$ cat src/rtl/mix_scheduler.sv
// -----------------------------------------------------------------------------
// mix_scheduler
//   Per-sample sequencer between the DDR read port and the looper mixer.
//   On each accepted sample_tick it walks banks 0..NUM_CH-1. A playing bank
//   gets one 64-bit read at {bank, position}; an idle bank presents word 0.
//   Each word is shown for one data_ready cycle and then held for one more
//   cycle so the mixer can sample it. After the last bank, mix_data pulses
//   and the shared loop position advances.
//
// Ports
//   clk, rst        clock, synchronous active-high reset
//   sample_tick     1-cycle frame pulse (dropped and flagged if busy)
//   playing         per-bank play enables, latched at frame start
//   loop_len        loop length in samples (0 holds position at 0)
//   pos_clr         clear position now (IDLE) or at the next MIX
//   rd_req/rd_addr  memory read request, address {bank, position}
//   rd_ack          request accepted
//   rd_valid/rd_data read data return
//   data_ready      word presented to the mixer this cycle
//   mem_bank        bank of the presented word
//   mem_dq_o_b      presented word
//   mix_data        1-cycle "sum now" pulse
//   position        current loop position
//   busy            frame in progress
//   overrun         sticky, tick arrived while busy
//   timeout_err     sticky, a bank read was abandoned
//   err_clr         clears overrun and timeout_err
// -----------------------------------------------------------------------------
module mix_scheduler #(
    parameter int unsigned NUM_CH  = 16,
    parameter int unsigned POS_W   = 24,
    parameter int unsigned TIMEOUT = 255
) (
    input  logic                 clk,
    input  logic                 rst,
    input  logic                 sample_tick,
    input  logic [15:0]          playing,
    input  logic [POS_W-1:0]     loop_len,
    input  logic                 pos_clr,
    output logic                 rd_req,
    output logic [4+POS_W-1:0]   rd_addr,
    input  logic                 rd_ack,
    input  logic                 rd_valid,
    input  logic [63:0]          rd_data,
    output logic                 data_ready,
    output logic [3:0]           mem_bank,
    output logic [63:0]          mem_dq_o_b,
    output logic                 mix_data,
    output logic [POS_W-1:0]     position,
    output logic                 busy,
    output logic                 overrun,
    output logic                 timeout_err,
    input  logic                 err_clr
);

    localparam int unsigned BANK_W = 4;
    localparam int unsigned DATA_W = 64;
    localparam int unsigned TO_W   = $clog2(TIMEOUT + 1);

    typedef enum logic [2:0] {
        S_IDLE,
        S_SCAN,
        S_REQ,
        S_WAIT_DATA,
        S_PRESENT,
        S_HOLD,
        S_MIX
    } state_t;

    state_t              state_q, state_d;
    logic [BANK_W-1:0]   bank_q, bank_d;
    logic [TO_W-1:0]     tcnt_q, tcnt_d;
    logic [15:0]         playing_q, playing_d;
    logic                clr_pend_q, clr_pend_d;

    logic [POS_W-1:0]    pos_d;
    logic [BANK_W-1:0]   mbank_d;
    logic [DATA_W-1:0]   dq_d;
    logic                ovr_d;
    logic                terr_d;
    logic                to_set;
    logic                tmo_hit;
    logic                rd_req_d;
    logic                data_ready_d;
    logic                mix_data_d;
    logic                busy_d;

    // Address is built from registered bank and position, both stable in REQ.
    assign rd_addr = {bank_q, position};

    // Read budget exhausted on the last allowed REQ/WAIT_DATA cycle.
    assign tmo_hit = (tcnt_q == TO_W'(TIMEOUT - 1));

    // State and output registers.
    always_ff @(posedge clk) begin
        if (rst) begin
            state_q     <= S_IDLE;
            bank_q      <= '0;
            tcnt_q      <= '0;
            playing_q   <= '0;
            clr_pend_q  <= 1'b0;
            rd_req      <= 1'b0;
            data_ready  <= 1'b0;
            mix_data    <= 1'b0;
            busy        <= 1'b0;
            overrun     <= 1'b0;
            timeout_err <= 1'b0;
            mem_bank    <= '0;
            mem_dq_o_b  <= '0;
            position    <= '0;
        end else begin
            state_q     <= state_d;
            bank_q      <= bank_d;
            tcnt_q      <= tcnt_d;
            playing_q   <= playing_d;
            clr_pend_q  <= clr_pend_d;
            rd_req      <= rd_req_d;
            data_ready  <= data_ready_d;
            mix_data    <= mix_data_d;
            busy        <= busy_d;
            overrun     <= ovr_d;
            timeout_err <= terr_d;
            mem_bank    <= mbank_d;
            mem_dq_o_b  <= dq_d;
            position    <= pos_d;
        end
    end

    // Next-state, datapath and registered-output decode.
    always_comb begin
        state_d    = state_q;
        bank_d     = bank_q;
        tcnt_d     = tcnt_q;
        playing_d  = playing_q;
        clr_pend_d = clr_pend_q;
        pos_d      = position;
        mbank_d    = mem_bank;
        dq_d       = mem_dq_o_b;
        ovr_d      = overrun;
        terr_d     = timeout_err;
        to_set     = 1'b0;

        case (state_q)
            S_IDLE: begin
                if (pos_clr) begin
                    pos_d = '0;
                end
                if (sample_tick) begin
                    playing_d = playing;
                    bank_d    = '0;
                    state_d   = S_SCAN;
                end
            end

            S_SCAN: begin
                if (playing_q[bank_q]) begin
                    tcnt_d  = '0;
                    state_d = S_REQ;
                end else begin
                    mbank_d = bank_q;
                    dq_d    = '0;
                    state_d = S_PRESENT;
                end
            end

            // Timeout wins over a same-cycle ack: the budget is already spent.
            S_REQ: begin
                if (tmo_hit) begin
                    mbank_d = bank_q;
                    dq_d    = '0;
                    to_set  = 1'b1;
                    state_d = S_PRESENT;
                end else begin
                    tcnt_d = tcnt_q + TO_W'(1);
                    if (rd_ack) begin
                        state_d = S_WAIT_DATA;
                    end
                end
            end

            // Data arriving on the last allowed cycle is still accepted.
            S_WAIT_DATA: begin
                if (rd_valid) begin
                    mbank_d = bank_q;
                    dq_d    = rd_data;
                    state_d = S_PRESENT;
                end else if (tmo_hit) begin
                    mbank_d = bank_q;
                    dq_d    = '0;
                    to_set  = 1'b1;
                    state_d = S_PRESENT;
                end else begin
                    tcnt_d = tcnt_q + TO_W'(1);
                end
            end

            S_PRESENT: begin
                state_d = S_HOLD;
            end

            S_HOLD: begin
                if (bank_q == BANK_W'(NUM_CH - 1)) begin
                    state_d = S_MIX;
                end else begin
                    bank_d  = bank_q + BANK_W'(1);
                    state_d = S_SCAN;
                end
            end

            // Wrap compare is unsigned over the full width; loop_len==0 guards the subtract.
            S_MIX: begin
                if (pos_clr || clr_pend_q || (loop_len == '0) ||
                    (position >= loop_len - POS_W'(1))) begin
                    pos_d = '0;
                end else begin
                    pos_d = position + POS_W'(1);
                end
                clr_pend_d = 1'b0;
                state_d    = S_IDLE;
            end

            default: begin
                state_d = S_IDLE;
            end
        endcase

        // A clear requested mid-frame is remembered until the frame's MIX.
        if (pos_clr && (state_q != S_IDLE) && (state_q != S_MIX)) begin
            clr_pend_d = 1'b1;
        end

        // Sticky flags; err_clr beats any same-cycle set.
        if (err_clr) begin
            ovr_d  = 1'b0;
            terr_d = 1'b0;
        end else begin
            if (sample_tick && (state_q != S_IDLE)) begin
                ovr_d = 1'b1;
            end
            if (to_set) begin
                terr_d = 1'b1;
            end
        end

        // Moore outputs registered from the next state.
        rd_req_d     = (state_d == S_REQ);
        data_ready_d = (state_d == S_PRESENT);
        mix_data_d   = (state_d == S_MIX);
        busy_d       = (state_d != S_IDLE);
    end

endmodule

$ cat config.mk
export PLATFORM = sky130hd
export DESIGN_NAME = mix_scheduler
export DESIGN_NICKNAME = d
export VERILOG_FILES = /design/src/rtl/mix_scheduler.sv
export SDC_FILE = /design/constraint.sdc
export NUM_CORES = 1
export LEC_CHECK = 0
export ABC_AREA = 1
export CORE_UTILIZATION = 49
export CTS_BUF_LIST = sky130_fd_sc_hd__clkbuf_16
export DETAILED_ROUTE_END_ITERATION = 8
export GPL_TIMING_DRIVEN = 0
export PLACE_DENSITY = 0.82
export SETUP_SLACK_MARGIN = 0.4
export SLEW_MARGIN = 20
export SYNTH_ARGS = -nofsm -noshare
export SYNTH_HDL_FRONTEND = slang
export SYNTH_SLANG_ARGS = --single-unit
export TNS_END_PERCENT = 10
$ cat constraint.sdc
create_clock -name clk -period 4.1 [get_ports clk]
set_input_delay 0.82 -clock clk [delete_from_list [all_inputs] [get_ports clk]]
set_output_delay 0.82 -clock clk [all_outputs]
set_load 0.05 [all_outputs]
# == After elaboration in Yosys (flattened, before gate mapping) ==
# Cells that the tools add are included.
# classes
reduce_logical,20
addsub,4
n_eq_ne,18
order_cmp,2
n_mux,33
# ops
op,count
64-bit two-way mux,3
64-bit one-hot mux with 3 select lines,1
24-bit two-way mux,2
24-bit one-hot mux with 2 select lines,1
"24-bit by 1-bit adder with 24-bit output, second input constant",1
24-bit >= comparator,1
24-bit logical NOT,1
8-bit two-way mux,3
8-bit one-hot mux with 3 select lines,1
"24-bit by 1-bit subtractor with 24-bit output, second input constant",1
3-bit two-way mux,7
4-bit two-way mux,5
3-bit one-hot mux with 6 select lines,1
"3-bit equality test, second input constant",5
"2-bit inequality test, second input constant",6
4-bit one-hot mux with 3 select lines,1
"3-bit by 2-bit equality test with 1-bit output, second input constant",3
3-bit nonzero test,3
"8-bit by 1-bit adder with 8-bit output, second input constant",1
"8-bit equality test, second input constant",1
4-bit one-hot mux with 2 select lines,1
2-bit AND reduction,3
3-bit AND reduction,2
2-bit nonzero test,3
other kinds (12),20
# totals
word_cells,91
reg_bits,130
output_inout_bits,126
input_bits,111

# == Longest topological paths before layout ==
# depth
word_depth,5
mapped_depth,21
depth_no_buf,20

# == Worst setup path before layout ==
# OpenSTA, ideal clock, no wires.
# synth_timing
kind,input to register
start,in loop_len[1]
end,reg position[10]
required_time_ns,4.030
cell_stages,19
setup_slack_ns,0.783
n_path_buf,1
arrival_time_ns,3.247
setup_ns,0.070
path_cell_list,nor2_1 nand2_1 nor2_1 nand2_1 nor2_1 nand2_1 nor2_1 nand3b_1 xnor2_1 inv_1 ha_1 a21oi_1 o21ai_0 a21oi_1 nand3_1 nor2_1 clkbuf_1 nand3_1 a21oi_1
# synth_via
elab_chain_len,5
word_cells_on_any_way,7
classes_between,add/sub (1); order compare (1); mux (2); reduce/logical (3)
# synth_rtl
item,line_no,rtl
start: declaration,38,"input logic [POS_W-1:0] loop_len,"
24-bit by 1-bit subtractor with 24-bit output or 24-bit logical NOT (tied branches),"213, 212",
24-bit >= comparator or 1-bit logical OR (tied branches),"213, 212",
1-bit logical OR *,212,if (pos_clr || clr_pend_q || (loop_len == '0) ||
24-bit two-way mux *,212,
24-bit one-hot mux with 2 select lines *,143,case (state_q)
end signal: assignment,125,position <= pos_d;
end: declaration,49,"output logic [POS_W-1:0] position,"
# Every way passes the cells marked *; elsewhere a longest branch is shown, timed or not.
# A chain may end at the register's enable or synchronous reset.

# == Final worst setup path ==
# layout_timing
start,in loop_len[1]
end,reg position[23]
# Same word-level chain as after synthesis.

==> results.yml <==
synth:
  synthAdderAreaFrac_pct: 4.45
  synth_seq_cells: 130
  synth.avg_cell_area_um2: 6.68
  synth_compound_area_share_pct: 19.0
  syn_inst: 1221
  synth_nets: 1361
  ys_warn_count: 0
  yosys.area_share.simple_pct: 30.7
  ys_seq_area_share_pct: 31.9
  synthMuxAreaShare_pct: 0
  synthXorXnorAreaFrac_pct: 3.76
  synth_top_family_by_area: "simple AND/OR/NAND/NOR gates"
  synth_cell_types: 41
  netlist_area_um2: 8160
timing:
  maxSlewViolCount: 0
  max_freq_ghz: 0.288
  hold_violations: 0
  finClkSkew_ns: 0.00899
  tightestPinTransition_ns: 0.631
  final.setup.worst_slack_ns: 0.624
  rsz0062_at_grt: "false"
  max-slew-margin-rel_pct: 57.9
  final.setup.tns_ns: 0
  layout_min_cycle_time_ns: 3.48
  finalCritPeriodShare_pct: 84.8
  setup_viol: 0
routing:
  ant_nets: 0
  drt_iter0_markers: 536
  firstDrtPassIters: 7
  routed_wirelength_um: 26300
  vias: 9314
  vias_per_cell: 5.45
  drc_errors: 0
  wire_per_inst_um: 15.4
worst_setup_path:
  reg2reg_slack_ns: 1.91
  r2r-end: "position[16]"
  required_ns: 4.46
  rr_startpoint: "position[0]"
  worstSetupStartpointType: "input port"
  reg2regPathDepth: 9
  crit_type: "in -> reg"
  cp-end-kind: "flop"
  crit_start: "loop_len[1]"
  cp_data_arrival_time_ns: 3.83
  cp_max_fo: 5
pwr:
  p_clk_share_pct: 41.6
  swShare_pct: 30.9
  seqPwrFrac_pct: 37.6
  combPwrFrac_pct: 20.8
  ir_worst_vdd_uv: 316
  power_leakage_nw: 4.45
  p_sw_mw: 1.13
  powerDensity_nw_per_um2: 317
  p_int_mw: 2.52
worst_hold_path:
  min_path_type: "reg -> reg"
  hold_depth: 2
  worstHoldEndpoint: "timeout_err"
  hp-start: "timeout_err"
clock_network:
  clock_latency_ns: 0.43
  clockRootBuffer: "clkbuf_16"
  cts_sinks: 130
  numCtsBuffers: 17
  cts_buffer_depth: 2
  htreeDepth: 4
  tritoncts: "done"
  path_clk_slew_ns: 0.06
floorplan:
  start_util_pct: 50.8
  io_pins: 237
  rows: 46
  dieArea_um2: 17200
  die_x_um: 131
  die_h_um: 131
  core_region_area_um2: 16100
global_routing:
  antenna_found_initial: 0
  gr-total-overflow: 0
  grt_pass1_vias: 8738
  grt_max_degree: 17
  grt_first_pass_wirelength_um: 41300
  track_usage_pct: 30.6
cells_and_area:
  num_antenna_cells: 0
  final_area_um2: 11500
  nFillCells: 1285
  final_layout_size_suffix_gt1_share_pct: 8.98
  fin_nets: 1619
  multi_input_area_um2: 4810
  final-seq-area_um2: 2600
  area_growth_pct: 41.2
placed_design:
  io_buffers: 235
  placed_area_um2: 10800
  hpwlAfterDp_um: 18800
  place_congestion: 0.902
  pre_cts_ws_ns: -0.401
run_status:
  outcome: "complete, no violations"
job:
  cap_violations: 0
## cell usage in the layout, fill, tap and decap left out, types with 7 or more instances in the layout
cell / netlist / final
buf_4: 28 / 31
nand4_1: 17 / 17
a32o_1: 32 / 32
xor2_1: 19 / 19
buf_2: 19 / 20
a2bb2oi_1: 22 / 22
nor2_2: 4 / 7
nor3_1: 13 / 11
nand3_1: 71 / 70
a21oi_1: 141 / 139
o21ai_0: 26 / 25
nor2_1: 187 / 181
a31oi_1: 10 / 10
clkdlybuf4s50_1: 0 / 223
dlymetal6s2s_1: 0 / 12
clkbuf_1: 32 / 30
inv_1: 84 / 84
ha_1: 29 / 29
inv_2: 8 / 9
xnor2_1: 16 / 16
o21ai_1: 11 / 12
nand2_1: 279 / 275
dfxtp_1: 130 / 130
clkbuf_16: 0 / 17
## power groups by stage
| stage | clock (mW) | sequential, mW | combinational (mW) |
|---|---|---|---|
| after floorplan | 0 | 1.45 | 0.419 |
| after global placement | 0 | 1.40 | 0.732 |
| after detailed placement | 0 | 1.40 | 0.743 |
| after CTS | 1.53 | 1.37 | 0.750 |
| after global routing | 1.59 | 1.38 | 0.835 |
| final | 1.52 | 1.37 | 0.760 |
## area by class of cell
class / instances / share of cell area [%]
clock buffers: 17 / 3.69
multi-input cells: 912 / 41.7
repair buffers: 239 / 20.9
flip-flops and latches: 130 / 22.6
clock inverters: 15 / 1.37
plain buffers: 86 / 4.31
inverters: 93 / 3.03
well taps: 216 / 2.35
## timing repair
action | CTS | global route
cloned | 0 | 2
endpoints found under the setup margin | 20 | 24
buffers inserted | 0 | 2
hold buffers | 0 | 0
gates resized for setup | 6 | 40
pin swaps | 0 | 11
## per-layer routing
metal | up-vias | track usage [%] | routed length (um) | share of wire, %
met5 | - | 0 | 0 | 0
met1 | 4296 | 38.0 | 11100 | 42
met4 | 0 | 13.4 | 891 | 3.4
met3 | 74 | 7.43 | 1910 | 7.3
met2 | 365 | 50.5 | 12400 | 47
li1 | 4579 | - | - | -
## registers in the layout, indices dropped and copies added (netlist names)
register     cells
mem_dq_o_b      64
mix_data         1
busy             1
rd_req           1
state_q          3
overrun          1
bank_q           4
position        24
clr_pend_q       1
timeout_err      1
playing_q       16
mem_bank         4
data_ready       1
tcnt_q           8
## cells in the mapped netlist (all sizes together)
cell | n | area [um^2]
nand2 | 285 | 1100
nor2 | 194 | 761
a21oi | 141 | 706
dfxtp | 130 | 2600
inv | 92 | 345
nand3 | 73 | 375
buf | 54 | 362
o21ai | 37 | 185
a32o | 32 | 320
clkbuf | 32 | 120
ha | 29 | 363
a2bb2oi | 22 | 193
xor2 | 19 | 166
nand4 | 17 | 106
xnor2 | 16 | 140
nor3 | 15 | 91.3
a31oi | 10 | 62.6
or2 | 6 | 37.5
o211ai | 4 | 30.0
nand3b | 3 | 22.5
a211oi | 2 | 15.0
a21o | 2 | 15.0
clkinv | 1 | 3.75
nor3b | 1 | 7.51
nor4 | 1 | 6.26
o2111ai | 1 | 8.76
o21a | 1 | 7.51
o31ai | 1 | 7.51
## cells by family after synthesis
kind of cell / Yosys count
xor+xnor: 35
buf+inv: 179
fa+ha+maj: 29
flops: 130
compound gates: 253
simple gates: 595
## through the flow
step / utilization, % / hold WS (ns) / std cells / power, mW
after floorplan: - / 0.440 / 1221 / 1.87
after global placement: 67.1 / 0.452 / 1672 / 2.13
after detailed placement: 67.1 / 0.457 / 1672 / 2.14
after CTS: 70.9 / 0.475 / 1704 / 3.65
after global routing: 71.7 / 0.491 / 1708 / 3.80
final: 71.7 / 0.475 / 1708 / 3.65
## critical path, stage by stage
cell and delay [ns]:
clkdlybuf4s50_1 0.44, inv_1 0.07, ha_1 0.17, nand2_1 0.11
inv_1 0.15, nand3_2 0.17, nor4_4 0.19, xor2_1 0.18
inv_1 0.06, ha_1 0.27, nand2_1 0.08, inv_1 0.04
nand2_1 0.05, nand2_1 0.07, a21oi_2 0.17, nand3_1 0.13
nor2_4 0.23, buf_2 0.21, nand3_1 0.09, a21oi_1 0.14
## worst max path at each step
stage	to	slack, ns	cells after the start
floorplan	position[10]	0.78	19
global placement	position[19]	-0.35	20
detailed placement	position[19]	-0.40	20
CTS	position[12]	0.40	20
global route	position[12]	0.36	20
finish	position[23]	0.62	20
Note: power is estimated with default switching activity, not from simulation.
